==> config.mk <==
export PLATFORM = sky130hd
export DESIGN_NAME = sweep_counter_ctrl
export DESIGN_NICKNAME = d
export VERILOG_FILES = /design/src/rtl/sweep_counter_ctrl.sv
export SDC_FILE = /design/constraint.sdc
export NUM_CORES = 1
export LEC_CHECK = 0
export ABC_AREA = 1
export CORE_MARGIN = 10
export CORE_UTILIZATION = 50
export CTS_CLUSTER_DIAMETER = 200
export CTS_CLUSTER_SIZE = 40
export DETAILED_ROUTE_END_ITERATION = 10
export HOLD_SLACK_MARGIN = 0.03
export PLACE_DENSITY = 0.75
export SYNTH_ARGS = -nofsm -noshare
export SYNTH_HDL_FRONTEND = slang
export SYNTH_SLANG_ARGS = --single-unit
==> constraint.sdc <==
create_clock -name clk_i -period 5.55 [get_ports clk_i]
set_input_delay 1.11 -clock clk_i [delete_from_list [all_inputs] [get_ports clk_i]]
set_output_delay 1.11 -clock clk_i [all_outputs]
set_load 0.005 [all_outputs]
==> src/rtl/sweep_counter_ctrl.sv <==
// Triangle-sweep sequencer for a loadable up/down counter, with a shadow position register.
// Optional feedback compare of value_i against the shadow is enabled by defining SWEEP_CHECK_EN.
module sweep_counter_ctrl #(
    parameter int unsigned COUNTER_WIDTH = 8,
    parameter int unsigned DWELL_WIDTH   = 8,
    parameter int unsigned SWEEP_WIDTH   = 8
) (
    input  logic                     clk_i,
    input  logic                     a_rst_n_i,
    input  logic                     start_i,
    input  logic                     stop_i,
    input  logic [COUNTER_WIDTH-1:0] lower_i,
    input  logic [COUNTER_WIDTH-1:0] upper_i,
    input  logic [COUNTER_WIDTH-1:0] step_i,
    input  logic [DWELL_WIDTH-1:0]   dwell_i,
    input  logic [SWEEP_WIDTH-1:0]   cycles_i,
    input  logic [COUNTER_WIDTH-1:0] value_i,
    output logic                     cnt_load_enable_o,
    output logic [COUNTER_WIDTH-1:0] cnt_load_data_o,
    output logic                     cnt_enable_o,
    output logic                     cnt_direction_o,
    output logic [COUNTER_WIDTH-1:0] cnt_increment_o,
    output logic                     busy_o,
    output logic                     turn_o,
    output logic                     done_o,
    output logic                     cfg_err_o,
    output logic                     mismatch_o
);

    typedef enum logic [2:0] {StIdle, StLoad, StUp, StDwellHi, StDown, StDwellLo} state_e;

    state_e                   state_q, state_d;
    logic [COUNTER_WIDTH-1:0] pos_q, pos_d;
    logic [COUNTER_WIDTH-1:0] lower_q, lower_d, upper_q, upper_d, step_q, step_d;
    logic [DWELL_WIDTH-1:0]   dwell_q, dwell_d, dwell_cnt_q, dwell_cnt_d;
    logic [SWEEP_WIDTH-1:0]   cycles_q, cycles_d, sweep_q, sweep_d, sweep_inc;
    logic                     load_en_q, load_en_d, en_q, en_d, dir_q, dir_d;
    logic [COUNTER_WIDTH-1:0] load_data_q, load_data_d, inc_q, inc_d;
    logic                     busy_q, busy_d, turn_q, turn_d, done_q, done_d, cfg_err_q, cfg_err_d;
    logic                     cfg_bad;

    assign cfg_bad   = (step_i == '0) || (lower_i > upper_i);
    assign sweep_inc = sweep_q + 1'b1;

    always_comb begin
        state_d     = state_q;
        pos_d       = pos_q;
        lower_d     = lower_q;
        upper_d     = upper_q;
        step_d      = step_q;
        dwell_d     = dwell_q;
        cycles_d    = cycles_q;
        sweep_d     = sweep_q;
        dwell_cnt_d = dwell_cnt_q;
        load_en_d   = 1'b0;
        load_data_d = '0;
        en_d        = 1'b0;
        dir_d       = 1'b0;
        inc_d       = '0;
        turn_d      = 1'b0;
        done_d      = 1'b0;
        cfg_err_d   = 1'b0;
        if (stop_i && state_q != StIdle) begin
            state_d = StIdle;
        end else begin
            unique case (state_q)
                StIdle: begin
                    if (start_i && !stop_i) begin
                        if (cfg_bad) begin
                            cfg_err_d = 1'b1;
                        end else begin
                            lower_d  = lower_i;
                            upper_d  = upper_i;
                            step_d   = step_i;
                            dwell_d  = dwell_i;
                            cycles_d = cycles_i;
                            sweep_d  = '0;
                            state_d  = StLoad;
                        end
                    end
                end
                StLoad: begin
                    load_en_d   = 1'b1;
                    load_data_d = lower_q;
                    pos_d       = lower_q;
                    state_d     = StUp;
                end
                // Strict '>' so a bound is always reached by a load, never by a step.
                StUp: begin
                    if ((upper_q - pos_q) > step_q) begin
                        en_d  = 1'b1;
                        dir_d = 1'b1;
                        inc_d = step_q;
                        pos_d = pos_q + step_q;
                    end else begin
                        load_en_d   = 1'b1;
                        load_data_d = upper_q;
                        pos_d       = upper_q;
                        turn_d      = 1'b1;
                        if (dwell_q == '0) begin
                            state_d = StDown;
                        end else begin
                            dwell_cnt_d = dwell_q - 1'b1;
                            state_d     = StDwellHi;
                        end
                    end
                end
                StDown: begin
                    if ((pos_q - lower_q) > step_q) begin
                        en_d  = 1'b1;
                        inc_d = step_q;
                        pos_d = pos_q - step_q;
                    end else begin
                        load_en_d   = 1'b1;
                        load_data_d = lower_q;
                        pos_d       = lower_q;
                        sweep_d     = sweep_inc;
                        if (cycles_q != '0 && sweep_inc == cycles_q) begin
                            done_d  = 1'b1;
                            state_d = StIdle;
                        end else begin
                            turn_d = 1'b1;
                            if (dwell_q == '0) begin
                                state_d = StUp;
                            end else begin
                                dwell_cnt_d = dwell_q - 1'b1;
                                state_d     = StDwellLo;
                            end
                        end
                    end
                end
                StDwellHi, StDwellLo: begin
                    if (dwell_cnt_q == '0) begin
                        state_d = (state_q == StDwellHi) ? StDown : StUp;
                    end else begin
                        dwell_cnt_d = dwell_cnt_q - 1'b1;
                    end
                end
                default: state_d = StIdle;
            endcase
        end
        busy_d = (state_d != StIdle);
    end

    always_ff @(posedge clk_i or negedge a_rst_n_i) begin
        if (!a_rst_n_i) begin
            state_q     <= StIdle;
            pos_q       <= '0;
            lower_q     <= '0;
            upper_q     <= '0;
            step_q      <= '0;
            dwell_q     <= '0;
            cycles_q    <= '0;
            sweep_q     <= '0;
            dwell_cnt_q <= '0;
            load_en_q   <= 1'b0;
            load_data_q <= '0;
            en_q        <= 1'b0;
            dir_q       <= 1'b0;
            inc_q       <= '0;
            busy_q      <= 1'b0;
            turn_q      <= 1'b0;
            done_q      <= 1'b0;
            cfg_err_q   <= 1'b0;
        end else begin
            state_q     <= state_d;
            pos_q       <= pos_d;
            lower_q     <= lower_d;
            upper_q     <= upper_d;
            step_q      <= step_d;
            dwell_q     <= dwell_d;
            cycles_q    <= cycles_d;
            sweep_q     <= sweep_d;
            dwell_cnt_q <= dwell_cnt_d;
            load_en_q   <= load_en_d;
            load_data_q <= load_data_d;
            en_q        <= en_d;
            dir_q       <= dir_d;
            inc_q       <= inc_d;
            busy_q      <= busy_d;
            turn_q      <= turn_d;
            done_q      <= done_d;
            cfg_err_q   <= cfg_err_d;
        end
    end

    assign cnt_load_enable_o = load_en_q;
    assign cnt_load_data_o   = load_data_q;
    assign cnt_enable_o      = en_q;
    assign cnt_direction_o   = dir_q;
    assign cnt_increment_o   = inc_q;
    assign busy_o            = busy_q;
    assign turn_o            = turn_q;
    assign done_o            = done_q;
    assign cfg_err_o         = cfg_err_q;

`ifdef SWEEP_CHECK_EN
    // The counter lags the shadow by one edge; comparing starts once the LOAD has landed.
    logic [COUNTER_WIDTH-1:0] pos_dly_q;
    logic                     load_seen_q, check_q, mismatch_q, accept;

    assign accept = (state_q == StIdle) && start_i && !stop_i && !cfg_bad;

    always_ff @(posedge clk_i or negedge a_rst_n_i) begin
        if (!a_rst_n_i) begin
            pos_dly_q   <= '0;
            load_seen_q <= 1'b0;
            check_q     <= 1'b0;
            mismatch_q  <= 1'b0;
        end else begin
            pos_dly_q   <= pos_q;
            load_seen_q <= (state_q == StLoad);
            check_q     <= (state_d != StIdle) && (check_q || load_seen_q);
            if (accept) begin
                mismatch_q <= 1'b0;
            end else if (check_q && (value_i != pos_dly_q)) begin
                mismatch_q <= 1'b1;
            end
        end
    end

    assign mismatch_o = mismatch_q;
`else
    logic unused_value;
    assign unused_value = ^value_i;
    assign mismatch_o   = 1'b0;
`endif

endmodule

==> metrics, run 1 <==
Clock Skew=around 0.0042 ns; leading post-synthesis cells by cell area=dfrtp_1, nand2_1, ha_1, inv_1, nor2_1; total number of yosys warnings=0; Final Routed Wirelength=about 15000 um; number of global-route vias before repair=around 5.3k; effective utilization at floorplan=slightly above 50%; Max transition margin=between 40% and 50%; cells resized by post-CTS repair=0; vertical extent of the die=131 um; floorplan die width=131 um; gate count of the mapped netlist=844; area of the multi-input gates=roughly 0.0033 mm^2; sequential element share of the synthesized area=36.5%; outcome=finished, final reports clean; total global routing track utilization=18.6%; Peak VDD IR=0.273 mV; footprint of the flip-flops and latches=between 0.002 and 0.0025 mm^2; startpoint of the worst register-to-register path=pos_q[1]; DP Wirelength=11900 um; clock tree from TritonCTS=yes; DR WL/cell=approximately 14 um; Min-Delay Endpoint=dwell_cnt_q[1]; Hold WC Path Type=reg2reg; total number of vias=~5.5k; measured slew at the worst slew-check pin=0.834 ns; setup repair after global routing missed its margin=false; predominant post-synthesis flop cell=dfrtp_1; classification of the worst setup path=reg2reg; final slew viol count=0; post-synthesis net count=955; fillers=between 1k and 1.5k; Placement Rows=40; Hold Violations, Final=0; post-synthesis cell area=0.00616 mm^2; CP Launch Type=flop; Critical Path AT=~4.1 ns; layout overhead on the synthesized area=18.6%; mean instance size in the synthesized netlist=between 7 and 8 um^2; share of Yosys cell area claimed by the top area cell type=between 30 and 40%; number of levels the H-tree was split into=3; sum of overflow across all layers after global routing=0; worst setup slack for register-to-register paths=roughly 1.7 ns; count of antenna diodes in the layout=0; Final Wtd Congestion=roughly 0.92; clock latency on the worst-skew pair=~0.35 ns; number of cells on the worst reg-to-reg path=20; sum of internal, switching and leakage power=slightly below 0.005 W; pin count of the biggest net entering global routing=69; Root Driver=clkbuf_16; Pre-antenna DRT Iters=5; cell type contributing the most total cell area after synthesis=dfrtp_1; fraction of registers with async set or reset after synthesis=100%; number of post-CTS setup repair buffers=0; fraction of layout instances using a drive strength above 1=4.18%; launch point of the worst hold path=dwell_cnt_q[1]; share of the clock period used by the worst path after layout=~70%; post-route antenna net violation count=0; crit-path max FO=9; CTS clk-pin slew, worst paths=0.06 ns; number of violations of the max-capacitance limit=0; nets=around 1.0k; number of synthesized flops with an enable pin=0; wire length of the first global-routing pass=between 20000 and 30000 um; Remaining DRCs=0; Clock Sink Count=90; final standard cell utilization of the core=about three fifths; maximum number of buffers from clock root to sink=2; number of port buffers=between 60 and 70; total setup violations reported at the end of the flow=0; I/O Pins=76; core region area=between 0.01 and 0.015 mm^2; count of cells along the worst hold path=2; TritonCTS Buffers=9; min cycle time layout=about 3.9 ns; area of the die=between 0.015 and 0.02 mm^2; worst reg2reg path endpoint=cnt_increment_o[5]; Critical Path End Type=flop; highest clock frequency the design can meet=about 260 MHz; via/cell ratio=5.11; violation count after the first detailed-route iteration=around 450; number of hold buffers added after CTS=0; Unique masters post-synth=36; initial antenna violation count=0; required arrival time at the worst endpoint=a little under 6 ns; areal power density over the cells=about 670 mW/mm^2; accumulated negative setup slack=0 ns; leakage dissipation=3.72 nW; post-synthesis sequential element count=90
## worst max-delay path: stages (launching register included)
cell and delay [ns]:
dfrtp_1 0.58, inv_1 0.16, ha_1 0.32, nand3_1 0.09, nand2_1 0.09, a21o_1 0.16
nand2_1 0.05, nand2_1 0.07, a21oi_1 0.14, nor2_1 0.07, o21bai_1 0.12, nand2_1 0.06
ha_1 0.29, nand2_1 0.07, nor2_1 0.22, nand2_1 0.08, nand2_1 0.10, nand3_1 0.27
nand2_1 0.26, nand2_1 0.34, nor2_1 0.24
## synth_stat cells, types with 2 or more instances
cell type	n
fa_1	4
buf_2	5
or2_2	2
o21a_1	5
nand2_2	2
a21o_1	3
buf_4	3
xnor2_1	15
nand4_1	12
nand2_1	227
xor2_1	14
nor2_1	79
nor2_2	4
o21bai_1	6
o21ai_0	56
nor4_1	2
nand3_1	48
a21oi_1	39
inv_1	124
dfrtp_1	90
clkbuf_1	9
a31oi_1	3
ha_1	55
o21ai_1	14
inv_2	7
nor3_1	6
## through the flow
step	instance area [um^2]	hold slack, ns	worst slack (ns)	std cells
floorplan	6160	0.453	2.48	844
global placement	6970	0.468	1.77	1063
detailed placement	6970	0.474	1.69	1063
CTS	7310	0.489	1.67	1078
global route	7310	0.524	1.32	1078
finish	7310	0.488	1.67	1078
## state kept, by name (all words and copies together) (netlist names), 3 cells and up
name and flops:
cnt_increment_o 8, cnt_load_data_o 8, cycles_q 8, dwell_cnt_q 8, dwell_q 8, lower_q 8, pos_q 8, state_q 3
step_q 8, sweep_q 8, upper_q 8
## final cells by class
type,count,share of cell area [%]
clock buffers,11,3.32
clock inverters,4,1.35
inverters,131,6.72
multi-input cells,606,45.7
flip-flops and latches,90,30.8
well taps,168,2.87
repair buffers,68,9.21
## cells by family (layout without fill, tap and decap cells)
kind of cell / after synthesis / in the layout / synth area share, %
fa+ha+maj: 59 / 59 / 12.5
simple gates: 387 / 387 / 26.1
xor+xnor: 29 / 29 / 4.12
buf+inv: 148 / 214 / 9.30
flops: 90 / 90 / 36.5
compound gates: 130 / 130 / 11.4
other cells: 1 / 1 / 0.0608
## per-layer routing
metal	GRT usage (%)	wire length [um]	vias up
li1	-	-	2806
met1	24.7	7060	2525
met2	29.5	6890	157
met3	3.51	998	20
met4	7.19	312	0
met5	0	0	-
## cells in the final DEF, fill, tap and decap left out, drive strengths merged
cell	Yosys	layout
a21o	3	3
nand2	230	230
nand4	13	13
o21bai	6	6
fa	4	4
nor3	7	7
o211ai	1	1
ha	55	55
xnor2	15	15
a31oi	3	3
nand3	49	49
a211oi	1	1
o21a	5	5
bufinv	0	3
a22oi	1	1
o21ai	71	71
clkdlybuf4s50	0	65
dfrtp	90	90
clkbuf	9	11
nor4	2	2
xor2	14	14
buf	8	3
nor2	84	84
or2	2	2
conb	1	1
a21oi	39	39
inv	131	132
## how the worst max path moves through the flow
stage | from | to | slack [ns] | depth (start not counted)
finish | pos_q[1] | cnt_increment_o[5] | 1.67 | 20
global placement | pos_q[1] | cnt_increment_o[1] | 1.77 | 20
CTS | pos_q[1] | cnt_increment_o[5] | 1.67 | 20
floorplan | pos_q[1] | dwell_cnt_q[2] | 2.48 | 22
detailed placement | pos_q[1] | cnt_increment_o[5] | 1.69 | 20
global route | pos_q[1] | cnt_increment_o[5] | 1.32 | 20
## where the power goes
group          leakage [nW]  total, W  switching (W)  internal (W)
Sequential             1.15   0.00114       0.000213      0.000924
Clock                 0.166  0.000710       0.000258      0.000452
Combinational          2.41   0.00303        0.00183       0.00120
Total                  3.72   0.00488        0.00230       0.00258
Note: power is estimated with default switching activity, not from simulation.
==> inputs of run 2 (changes only) <==
- PLACE_DENSITY: 0.75 -> 0.78
- clock period: 5.55 -> 3.56 ns (I/O delays scaled with it)
==> metrics, run 2 (same netlist as run 1, synthesis figures left out) <==
outcome=finished, final reports clean; core region area=0.0121 mm^2; highest clock frequency the design can meet=between 200 and 300 MHz; measured slew at the worst slew-check pin=roughly 0.53 ns; sum of overflow across all layers after global routing=0; clock tree from TritonCTS=yes; maximum number of buffers from clock root to sink=2; floorplan die width=approximately 130 um; layout overhead on the synthesized area=21.1%; number of global-route vias before repair=~5.4k; I/O Pins=between 70 and 80; Max transition margin=64.5%; slowest cell on the critical path=dfrtp_1; classification of the worst setup path=reg2reg; largest incremental delay on the critical path=0.41 ns; min cycle time layout=around 3.4 ns; Pre-antenna DRT Iters=5; DR WL/cell=roughly 14 um; Hold WC Path Type=in2async; violation count after the first detailed-route iteration=about 470; top library cells by usage in the layout, fill and taps aside=nand2_1, inv_1, dfrtp_1, nor2_1, clkdlybuf4s50_1; areal power density over the cells=roughly 1000 mW/mm^2; leading cell type in the layout, fill and taps excluded=nand2_1; number of port buffers=66; cells resized by post-CTS repair=0; Critical Path End Type=flop; DP Wirelength=~12000 um; CP Launch Type=flop; CTS clk-pin slew, worst paths=~0.070 ns; effective utilization at floorplan=approximately half; fillers=between 1k and 1.5k; Placement Rows=40; leakage dissipation=around 3.8 nW; placed instance count=1079; total setup violations reported at the end of the flow=0; post-route antenna net violation count=0; Final Routed Wirelength=between 15000 and 20000 um; required arrival time at the worst endpoint=around 3.8 ns; vertical extent of the die=roughly 130 um; number of post-CTS setup repair buffers=0; wire length of the first global-routing pass=between 20000 and 30000 um; final slew viol count=0; Peak VDD IR=between 0.3 and 0.4 mV; Critical Path AT=roughly 3.7 ns; area of the die=roughly 0.017 mm^2; final standard cell utilization of the core=about three fifths; nets=1034; number of levels the H-tree was split into=3; Hold Violations, Final=0; Final Wtd Congestion=approximately 0.92; pin count of the biggest net entering global routing=35; setup repair after global routing missed its margin=true; total global routing track utilization=approximately 19%; initial antenna violation count=0; total number of vias=roughly 5.5k; fraction of layout instances using a drive strength above 1=7.33%; footprint of the flip-flops and latches=roughly 0.0023 mm^2; via/cell ratio=5.02; count of antenna diodes in the layout=0; Root Driver=clkbuf_16; number of violations of the max-capacitance limit=0; TritonCTS Buffers=9; Clock Sink Count=90; series of cell instances along the critical path=ha_1, a21oi_1, nand2_1, a21o_1, nand2_1, nand2_1, a21oi_1, nor2_1, o21bai_1, nand2_1, ha_1, a21oi_1, o21a_1, nand2_1, nand3_1, nand2_1, nor2_2, nand2_2, inv_4, nand2_1, o21ai_1; area of the multi-input gates=0.00339 mm^2; number of hold buffers added after CTS=0; clock latency on the worst-skew pair=about 0.36 ns; hold slack final=0.257 ns; count of placed standard cells in the final layout, fillers left out=approximately 1.1k; crit-path max FO=8; Clock Skew=0.00800 ns; Remaining DRCs=0; share of the clock period used by the worst path after layout=between 90% and 100%; crit-path most repeated cell=nand2_1
[run 2: layer usage]
| layer | part of all wire, % | vias to the layer above | GRT usage, % |
|---|---|---|---|
| met5 | 0 | - | 0 |
| met4 | 2.1 | 0 | 7.33 |
| met3 | 4.7 | 18 | 3.87 |
| met2 | 46 | 141 | 29.3 |
| met1 | 47 | 2507 | 24.2 |
| li1 | - | 2836 | - |
[run 2: final timing paths]
| kind | slack [ns] | cells past startpoint | from | end |
|---|---|---|---|---|
| setup / recovery | 0.20 | 21 | pos_q[2] | dwell_cnt_q[2] |
| hold / removal | 0.26 | 1 | a_rst_n_i | pos_q[3] |
| setup reg to reg | 0.20 | 21 | pos_q[2] | dwell_cnt_q[2] |
| hold reg to reg | 0.49 | 2 | dwell_cnt_q[1] | dwell_cnt_q[1] |
| max in group asynchronous | 2.57 | 2 | a_rst_n_i | dwell_cnt_q[3] |
| min in group clk_i | 0.49 | 2 | dwell_cnt_q[1] | dwell_cnt_q[1] |
[run 2: per-stage QoR]
stage               area, um^2  setup TNS, ns  total power (W)  setup slack (ns)
finish                    7460              0          0.00778             0.196
global route              7460         -0.233          0.00857           -0.0450
CTS                       7410              0          0.00762            0.0634
detailed placement        7090              0          0.00653             0.106
global placement          7090              0          0.00642             0.114
floorplan                 6160              0          0.00522             0.494
[run 2: area by class of cell]
cell class	count	share of cell area, %
multi-input combinational	607	45.4
tap	168	2.82
clock inverter	4	0.738
inverter	131	6.62
clock buffer	12	3.57
timing repair buffer	84	10.6
sequential	90	30.2
[run 2: critical path: cells and delay by family, from the launching register on]
kind	cells	cell delay (ns)
compound gates	7	1.01
fa+ha+maj	2	0.65
buf+inv	1	0.11
simple gates	11	1.11
flops	1	0.41
[run 2: where the power goes]
part           internal (W)  total, W  switching (W)
clock network      0.000607   0.00102       0.000417
logic               0.00201   0.00502        0.00300
registers           0.00144   0.00175       0.000305
